File: src/rtl/dvi_mmcm_drp_ctrl_if.sv
// ============================================================================
// Module   : dvi_mmcm_drp_ctrl_if
// Brief    : Config handshake, mode-table ROM and MMCM DRP signals of the
//            DVI MMCM reconfiguration controller.
// Revision : 1.0 - initial release
// ============================================================================
`default_nettype none

interface dvi_mmcm_drp_ctrl_if #(
  parameter int MODE_W = 2,
  parameter int ROM_AW = 7
);
  logic              i_cfg_req;
  logic [MODE_W-1:0] i_cfg_mode;
  logic              o_cfg_busy;
  logic              o_cfg_done;
  logic              o_cfg_err;
  logic [ROM_AW-1:0] o_rom_addr;
  logic [38:0]       i_rom_data;
  logic [6:0]        o_daddr;
  logic [15:0]       o_di;
  logic              o_den;
  logic              o_dwe;
  logic [15:0]       i_do;
  logic              i_drdy;

  modport master (
    input  i_cfg_req, i_cfg_mode, i_rom_data, i_do, i_drdy,
    output o_cfg_busy, o_cfg_done, o_cfg_err, o_rom_addr,
           o_daddr, o_di, o_den, o_dwe
  );

  modport slave (
    output i_cfg_req, i_cfg_mode, i_rom_data, i_do, i_drdy,
    input  o_cfg_busy, o_cfg_done, o_cfg_err, o_rom_addr,
           o_daddr, o_di, o_den, o_dwe
  );
endinterface

`default_nettype wire

File: src/rtl/dvi_mmcm_drp_ctrl.sv
// ============================================================================
// Module   : dvi_mmcm_drp_ctrl
// Brief    : DVI TX MMCM runtime reconfiguration over DRP (read-modify-write
//            of a ROM mode table), reset sequencing and relock handling.
//            Optional: DVI_DRP_LOCK_TIMEOUT_EN bounds the wait for lock.
// Revision : 1.0 - initial release
// ============================================================================
`default_nettype none

module dvi_mmcm_drp_ctrl #(
  parameter int NUM_REGS     = 23,
  parameter int NUM_MODES    = 4,
  parameter int MODE_W       = 2,
  parameter int ROM_AW       = 7,
  parameter int RST_CYCLES   = 4,
  parameter int DRDY_TIMEOUT = 255,
  parameter int LOCK_TIMEOUT = 2**20
) (
  input  logic                  i_clk,
  input  logic                  i_arst,
  dvi_mmcm_drp_ctrl_if.master   bus,
  output logic                  o_mmcm_rst,
  input  logic                  i_mmcm_locked,
  output logic                  o_locked
);

  localparam int c_IDX_W   = $clog2(NUM_REGS);
  localparam int c_CNT_MAX = (LOCK_TIMEOUT > DRDY_TIMEOUT) ? LOCK_TIMEOUT : DRDY_TIMEOUT;
  localparam int c_CNT_W   = $clog2(c_CNT_MAX + 1);

  typedef enum logic [3:0] {
    S_REL_RST, S_WAIT_LOCK, S_IDLE, S_RST_HOLD, S_ROM_RD, S_ROM_WAIT,
    S_DRP_RD, S_RD_WAIT, S_DRP_WR, S_WR_WAIT, S_DONE
  } state_t;

  state_t               r_state, w_next;
  logic [c_CNT_W-1:0]   r_cnt;
  logic [c_IDX_W-1:0]   r_idx;
  logic [ROM_AW-1:0]    r_rom_addr;
  logic [15:0]          r_mask, r_data, r_di;
  logic [6:0]           r_daddr;
  logic                 r_den, r_dwe, r_busy, r_done, r_err, r_mmcm_rst;
  logic                 r_lock_meta, r_lock_sync;
  logic                 w_accept, w_bad_mode, w_abort, w_mode_ok, w_last, w_cnt_clr;

  always_ff @(posedge i_clk or posedge i_arst) begin
    if (i_arst) begin
      r_lock_meta <= 1'b0;
      r_lock_sync <= 1'b0;
    end else begin
      r_lock_meta <= i_mmcm_locked;
      r_lock_sync <= r_lock_meta;
    end
  end

  assign w_mode_ok = ({1'b0, bus.i_cfg_mode} < (MODE_W+1)'(NUM_MODES));
  assign w_last    = (r_idx == c_IDX_W'(NUM_REGS - 1));

  always_ff @(posedge i_clk or posedge i_arst) begin
    if (i_arst) r_state <= S_REL_RST;
    else        r_state <= w_next;
  end

  always_comb begin
    w_next     = r_state;
    w_accept   = 1'b0;
    w_bad_mode = 1'b0;
    w_abort    = 1'b0;
    case (r_state)
      S_REL_RST:   if (r_cnt == c_CNT_W'(RST_CYCLES - 1)) w_next = S_WAIT_LOCK;
      S_WAIT_LOCK: begin
        if (r_lock_sync) w_next = r_busy ? S_DONE : S_IDLE;
`ifdef DVI_DRP_LOCK_TIMEOUT_EN
        else if (r_cnt == c_CNT_W'(LOCK_TIMEOUT - 1)) begin
          w_next  = S_REL_RST;
          w_abort = 1'b1;
        end
`endif
      end
      S_IDLE: begin
        if (!r_lock_sync) w_next = S_REL_RST;
        else if (bus.i_cfg_req) begin
          if (w_mode_ok) begin
            w_accept = 1'b1;
            w_next   = S_RST_HOLD;
          end else begin
            w_bad_mode = 1'b1;
          end
        end
      end
      S_RST_HOLD:  w_next = S_ROM_RD;
      S_ROM_RD:    w_next = S_ROM_WAIT;
      S_ROM_WAIT:  w_next = S_DRP_RD;
      S_DRP_RD:    w_next = S_RD_WAIT;
      S_RD_WAIT: begin
        if (bus.i_drdy) w_next = S_DRP_WR;
        else if (r_cnt == c_CNT_W'(DRDY_TIMEOUT - 1)) begin
          w_next  = S_REL_RST;
          w_abort = 1'b1;
        end
      end
      S_DRP_WR:    w_next = S_WR_WAIT;
      S_WR_WAIT: begin
        if (bus.i_drdy) w_next = w_last ? S_REL_RST : S_ROM_RD;
        else if (r_cnt == c_CNT_W'(DRDY_TIMEOUT - 1)) begin
          w_next  = S_REL_RST;
          w_abort = 1'b1;
        end
      end
      S_DONE:      w_next = S_IDLE;
      default:     w_next = S_REL_RST;
    endcase
  end

  // The DRDY timeout runs from the o_den cycle, so the counter is not cleared
  // on the DRP_RD->RD_WAIT and DRP_WR->WR_WAIT steps.
  assign w_cnt_clr = (w_next != r_state) && (r_state != S_DRP_RD) && (r_state != S_DRP_WR);

  always_ff @(posedge i_clk or posedge i_arst) begin
    if (i_arst) begin
      r_cnt      <= '0;
      r_idx      <= '0;
      r_rom_addr <= '0;
      r_mask     <= '0;
      r_data     <= '0;
      r_di       <= '0;
      r_daddr    <= '0;
      r_den      <= 1'b0;
      r_dwe      <= 1'b0;
      r_busy     <= 1'b0;
      r_done     <= 1'b0;
      r_err      <= 1'b0;
      r_mmcm_rst <= 1'b1;
    end else begin
      r_cnt      <= w_cnt_clr ? '0 : r_cnt + c_CNT_W'(1);
      r_mmcm_rst <= !((w_next == S_WAIT_LOCK) || (w_next == S_IDLE) || (w_next == S_DONE));
      r_den      <= (w_next == S_DRP_RD) || (w_next == S_DRP_WR);
      r_dwe      <= (w_next == S_DRP_WR);
      r_done     <= (w_next == S_DONE);
      if (w_accept) begin
        r_busy     <= 1'b1;
        r_err      <= 1'b0;
        r_idx      <= '0;
        r_rom_addr <= ROM_AW'(bus.i_cfg_mode) * ROM_AW'(NUM_REGS);
      end
      if (w_bad_mode || w_abort) begin
        r_err  <= 1'b1;
        r_busy <= 1'b0;
      end
      if (w_next == S_DONE) r_busy <= 1'b0;
      if (r_state == S_ROM_WAIT) begin
        r_daddr <= bus.i_rom_data[38:32];
        r_mask  <= bus.i_rom_data[31:16];
        r_data  <= bus.i_rom_data[15:0];
      end
      // Mask bit set keeps the bit read back from the MMCM.
      if ((r_state == S_RD_WAIT) && bus.i_drdy) r_di <= (bus.i_do & r_mask) | (r_data & ~r_mask);
      if ((r_state == S_WR_WAIT) && bus.i_drdy && !w_last) begin
        r_idx      <= r_idx + c_IDX_W'(1);
        r_rom_addr <= r_rom_addr + ROM_AW'(1);
      end
    end
  end

  assign bus.o_cfg_busy = r_busy;
  assign bus.o_cfg_done = r_done;
  assign bus.o_cfg_err  = r_err;
  assign bus.o_rom_addr = r_rom_addr;
  assign bus.o_daddr    = r_daddr;
  assign bus.o_di       = r_di;
  assign bus.o_den      = r_den;
  assign bus.o_dwe      = r_dwe;
  assign o_mmcm_rst     = r_mmcm_rst;
  assign o_locked       = (r_state == S_IDLE) && r_lock_sync;

endmodule

`default_nettype wire

File: src/flat_wrapper.sv
// flat-port wrapper written by rule: the top's interface ports become plain ports
module dvi_mmcm_drp_ctrl_flat 
#(
  parameter int NUM_REGS     = 23,
  parameter int NUM_MODES    = 4,
  parameter int MODE_W       = 2,
  parameter int ROM_AW       = 7,
  parameter int RST_CYCLES   = 4,
  parameter int DRDY_TIMEOUT = 255,
  parameter int LOCK_TIMEOUT = 2**20
)
  (i_clk, i_arst, o_mmcm_rst, i_mmcm_locked, o_locked, bus_i_cfg_req, bus_i_cfg_mode, bus_i_rom_data, bus_i_do, bus_i_drdy, bus_o_cfg_busy, bus_o_cfg_done, bus_o_cfg_err, bus_o_rom_addr, bus_o_daddr, bus_o_di, bus_o_den, bus_o_dwe);
  dvi_mmcm_drp_ctrl_if #(.MODE_W(MODE_W), .ROM_AW(ROM_AW)) bus_i ();
  input  logic i_clk;
  input  logic i_arst;
  output logic o_mmcm_rst;
  input  logic i_mmcm_locked;
  output logic o_locked;
  input wire logic [$bits(bus_i.i_cfg_req)-1:0] bus_i_cfg_req;
  input wire logic [$bits(bus_i.i_cfg_mode)-1:0] bus_i_cfg_mode;
  input wire logic [$bits(bus_i.i_rom_data)-1:0] bus_i_rom_data;
  input wire logic [$bits(bus_i.i_do)-1:0] bus_i_do;
  input wire logic [$bits(bus_i.i_drdy)-1:0] bus_i_drdy;
  output wire logic [$bits(bus_i.o_cfg_busy)-1:0] bus_o_cfg_busy;
  output wire logic [$bits(bus_i.o_cfg_done)-1:0] bus_o_cfg_done;
  output wire logic [$bits(bus_i.o_cfg_err)-1:0] bus_o_cfg_err;
  output wire logic [$bits(bus_i.o_rom_addr)-1:0] bus_o_rom_addr;
  output wire logic [$bits(bus_i.o_daddr)-1:0] bus_o_daddr;
  output wire logic [$bits(bus_i.o_di)-1:0] bus_o_di;
  output wire logic [$bits(bus_i.o_den)-1:0] bus_o_den;
  output wire logic [$bits(bus_i.o_dwe)-1:0] bus_o_dwe;
  assign bus_i.i_cfg_req = bus_i_cfg_req;
  assign bus_i.i_cfg_mode = bus_i_cfg_mode;
  assign bus_i.i_rom_data = bus_i_rom_data;
  assign bus_i.i_do = bus_i_do;
  assign bus_i.i_drdy = bus_i_drdy;
  assign bus_o_cfg_busy = bus_i.o_cfg_busy;
  assign bus_o_cfg_done = bus_i.o_cfg_done;
  assign bus_o_cfg_err = bus_i.o_cfg_err;
  assign bus_o_rom_addr = bus_i.o_rom_addr;
  assign bus_o_daddr = bus_i.o_daddr;
  assign bus_o_di = bus_i.o_di;
  assign bus_o_den = bus_i.o_den;
  assign bus_o_dwe = bus_i.o_dwe;
  dvi_mmcm_drp_ctrl #(.NUM_REGS(NUM_REGS), .NUM_MODES(NUM_MODES), .MODE_W(MODE_W), .ROM_AW(ROM_AW), .RST_CYCLES(RST_CYCLES), .DRDY_TIMEOUT(DRDY_TIMEOUT), .LOCK_TIMEOUT(LOCK_TIMEOUT)) u_core (.i_clk(i_clk), .i_arst(i_arst), .bus(bus_i), .o_mmcm_rst(o_mmcm_rst), .i_mmcm_locked(i_mmcm_locked), .o_locked(o_locked));
endmodule
File: config.mk
export PLATFORM = sky130hd
export DESIGN_NAME = dvi_mmcm_drp_ctrl_flat
export DESIGN_NICKNAME = d
export VERILOG_FILES = /design/src/rtl/dvi_mmcm_drp_ctrl_if.sv /design/src/rtl/dvi_mmcm_drp_ctrl.sv /design/src/flat_wrapper.sv
export SDC_FILE = /design/constraint.sdc
export NUM_CORES = 1
export LEC_CHECK = 0
export CORE_MARGIN = 2
export CORE_UTILIZATION = 51
export DETAILED_ROUTE_END_ITERATION = 16
export PLACE_DENSITY_LB_ADDON = 0.2
export SLEW_MARGIN = 30
export SYNTH_ARGS = -nofsm -noshare
export SYNTH_HDL_FRONTEND = slang
export SYNTH_SLANG_ARGS = --single-unit
File: constraint.sdc
create_clock -name i_clk -period 4.33 [get_ports i_clk]
set_clock_uncertainty 0.15 [all_clocks]
set_input_delay 1.299 -clock i_clk [delete_from_list [all_inputs] [get_ports i_clk]]
set_output_delay 1.299 -clock i_clk [all_outputs]
set_load 0.02 [all_outputs]
==> flow_summary_export.csv <==
group,metric,value,unit
cells_and_area,fillers,680,
floorplanning,core_area,8810,sq um
clock_tree,clock_latency,0.36,ns
yosys,ys_top_cells_by_area,"dfrtp_1 (53%), mux2_2 (7.4%), nor2_1 (4.2%), mux2i_1 (3.4%), ha_1 (2.4%)",
clock_tree,clk_path_buf_depth,2,
global_route,grt_max_degree,55,
placement,dp_hpwl,7170,um
yosys,syn_inst,411,
setup_path,rr_endpoint,"u_core.r_cnt[15]",
power_and_ir_drop,power_frac_comb,42.5,%
timing,finalSetupViolCount,0,
cells_and_area,diodes,0,
timing,fin_crit,3.49,ns
setup_path,startpoint,"u_core.r_state[2]",
yosys,syn_avg_cell_area,11.4,sq um
timing,period_share,80.6,%
clock_tree,clockRootBuffer,"clkbuf_8",
setup_path,cp.required,2.88,ns
setup_path,timing.rr.start,"u_core.r_cnt[0]",
clock_tree,cts_tree,"built",
yosys,synth_largest_type_area_fraction,52.8,%
power_and_ir_drop,peakVddDrop,314,uV
clock_tree,htree_levels,3,
yosys,syn_nets,482,
drt,vias,3420,
setup_path,worstRegToRegCells,7,
yosys,synthesis.area,4690,sq um
setup_path,start_kind,"register",
setup_path,arrival,2.04,ns
yosys,yosysSeqAreaShare,53.4,%
drt,vias_per_cell,5.53,
cells_and_area,drive_gt1_share,13.5,%
setup_path,critPathCaptureType,"primary output",
global_route,track_usage,20.6,%
placement,portBuffers,98,
yosys,synthFlopType,"dfrtp_1",
drt,drt_iter0_markers,86,
timing,rsz0062_at_grt,"false",
global_route,grt_pass1_wl,16400,um
cells_and_area,fin_nets,576,
status,status,"finished, final reports clean",
timing,final_max_slew_viol_count,0,
worst_hold_path,hold_class,"register to register",
clock_tree,cts_setup_buffers,0,
power_and_ir_drop,total_power,3.71,mW
yosys,postSynth.asyncResetShare,100,%
clock_tree,numCtsBuffers,9,
yosys,ys_warn_count,0,
drt,antenna_left,0,
yosys,synthTopCellsByCount,"dfrtp_1 (99), nor2_1 (53), mux2_2 (31)",
setup_path,cp_max_fo,16,
placement,placed_area,5790,sq um
cells_and_area,fin_util,67.8,%
timing,maxSlewHeadroom,55.2,%
global_route,grt_antenna_before_repair,0,
drt,drt-pass1-iter-count,6,
clock_tree,cts.sink_count,100,
yosys,ys_seq_elements,100,
placement,place_ws,1.02,ns
yosys,yosysTopAreaCell,"dfrtp_1",
clock_tree,cts_resized,0,
setup_path,r2r_setup_slack,1.75,ns
global_route,grt-ovfl-total,0,
floorplanning,io_pins,99,
drt,drc_errors,0,
power_and_ir_drop,p_switching,1.38,mW
clock_tree,hold_buffers,0,
setup_path,worstSetupPathType,"register to primary output",
drt,wirelength,9890,um
clock_tree,path_clk_slew,0.09,ns
cells_and_area,fin_area,5970,sq um
flow_run,drv_cap,0,
setup_path,endpoint,"o_locked",
power_and_ir_drop,power_density,622,nW/um^2
power_and_ir_drop,internal-power,2.34,mW
global_route,grt_pass1_vias,3408,
yosys,synth_cell_type_count,62,
timing,worstMarginPinSlew,0.671,ns
drt,wl_per_cell,16.0,um
floorplanning,die_x,99.9,um
cells_and_area,syn2layout_area_growth,27.4,%
timing,final.setup.tns,0,ns
power_and_ir_drop,p_leak,2.55,nW
floorplanning,floorplan.initialDensity,53.3,%
floorplanning,die_h,99.9,um
timing,finalHoldViolCount,0,
timing,fin_ws,0.840,ns
power_and_ir_drop,clkPwrFrac,15.2,%
power_and_ir_drop,sw_frac_of_total,37.0,%
yosys,synth-edff-count,0,
floorplanning,rows,34,
yosys,yosysMostFrequentCell,"dfrtp_1",
placement,routabilityCongestion,0.894,
floorplanning,die_area,9980,sq um
power_and_ir_drop,pwr-share-seq,42.3,%
timing,fmaxAchievable,0.287,GHz
[metrics by stage]
step	instances	hold slack, ns
detailed placement	602	0.200
CTS	618	0.223
finish	618	0.220
global route	618	0.249
floorplan	411	0.181
global placement	600	0.184
[area by class of cell]
cell class                      instances  area [sq um]  area share (%)
Clock buffer                           10           128            2.14
Clock inverter                          6          53.8           0.901
Inverter                                9          36.3           0.607
Multi-Input combinational cell        283          2050            34.4
Sequential cell                       100          2500            41.9
Tap cell                              108           135            2.26
Timing Repair Buffer                  102          1060            17.8
[sequential cells by signal, summed over array words and instances, names as in the netlist, 4 cells and up]
| register | flops |
|---|---|
| u_core.bus.o_rom_addr | 7 |
| u_core.bus.o_daddr | 7 |
| u_core.r_data | 16 |
| u_core.r_cnt | 21 |
| u_core.r_idx | 5 |
| u_core.bus.o_di | 16 |
| u_core.r_mask | 16 |
| u_core.r_state | 4 |
[worst min path at each step]
stage	start	to	slack, ns	cells past startpoint
floorplan	u_core.r_lock_meta	u_core.r_lock_sync	0.18	0
global placement	u_core.r_lock_meta	u_core.r_lock_sync	0.18	0
detailed placement	u_core.r_lock_meta	u_core.r_lock_sync	0.20	0
CTS	u_core.r_lock_meta	u_core.r_lock_sync	0.22	0
global route	u_core.r_lock_meta	u_core.r_lock_sync	0.25	0
finish	u_core.r_lock_meta	u_core.r_lock_sync	0.22	0
[power by group through the flow]
| stage | logic, mW | clock network, mW | registers, mW |
|---|---|---|---|
| after floorplan | 0.884 | 0 | 1.69 |
| after global placement | 1.50 | 0 | 1.57 |
| after detailed placement | 1.59 | 0 | 1.59 |
| after CTS | 1.60 | 0.578 | 1.57 |
| after global routing | 1.72 | 0.624 | 1.63 |
| final | 1.58 | 0.563 | 1.57 |
[cell families (layout without fill, tap and decap cells)]
group	count (synthesis)	in the layout	synth area share, %
mux	55	55	12.8
flops	100	100	53.4
fa+ha+maj	9	9	2.40
xor+xnor	18	18	3.36
buf+inv	28	127	2.96
simple gates	138	138	16.1
compound gates	63	63	9.02
[cells in the final DEF, fill, tap and decap left out, types with 2 or more instances in the layout]
| cell | netlist | final |
|---|---|---|
| nor4_4 | 2 | 2 |
| clkbuf_8 | 0 | 9 |
| inv_1 | 9 | 8 |
| nor2_1 | 53 | 52 |
| and2_1 | 4 | 4 |
| mux2_1 | 8 | 8 |
| dfrtp_1 | 99 | 99 |
| a211oi_1 | 5 | 5 |
| o21bai_1 | 2 | 2 |
| a31oi_1 | 3 | 3 |
| or2_1 | 3 | 3 |
| clkdlybuf4s50_1 | 0 | 98 |
| nor2b_1 | 2 | 2 |
| xor2_1 | 12 | 12 |
| nand2_1 | 17 | 17 |
| mux2i_1 | 16 | 16 |
| and4_1 | 5 | 5 |
| ha_1 | 9 | 9 |
| mux2_2 | 31 | 31 |
| buf_16 | 0 | 2 |
| and3_1 | 7 | 7 |
| nor3_2 | 2 | 2 |
| nand4_1 | 7 | 7 |
| nand3_1 | 15 | 15 |
| o31ai_1 | 3 | 3 |
| nand4_2 | 2 | 2 |
| inv_6 | 0 | 3 |
| o21ai_0 | 13 | 13 |
| nor3_1 | 4 | 4 |
| a21oi_1 | 20 | 20 |
| or4_1 | 2 | 2 |
| xnor2_1 | 6 | 6 |
| a21o_1 | 2 | 2 |
[per-layer routing]
| layer | vias up | track usage, % | part of all wire (%) |
|---|---|---|---|
| met5 | - | 0 | 0 |
| met4 | 0 | 5.80 | 1.0 |
| met3 | 9 | 4.18 | 5.9 |
| met2 | 93 | 33.3 | 48 |
| met1 | 1674 | 28.7 | 45 |
| li1 | 1644 | - | - |
[worst max-delay path, stage by stage (launching register included)]
cell,delay [ns]
dfrtp_1,0.56
nor2_1,0.27
and3_1,0.24
clkdlybuf4s50_1,0.61
(Power assumes the default switching activity.)
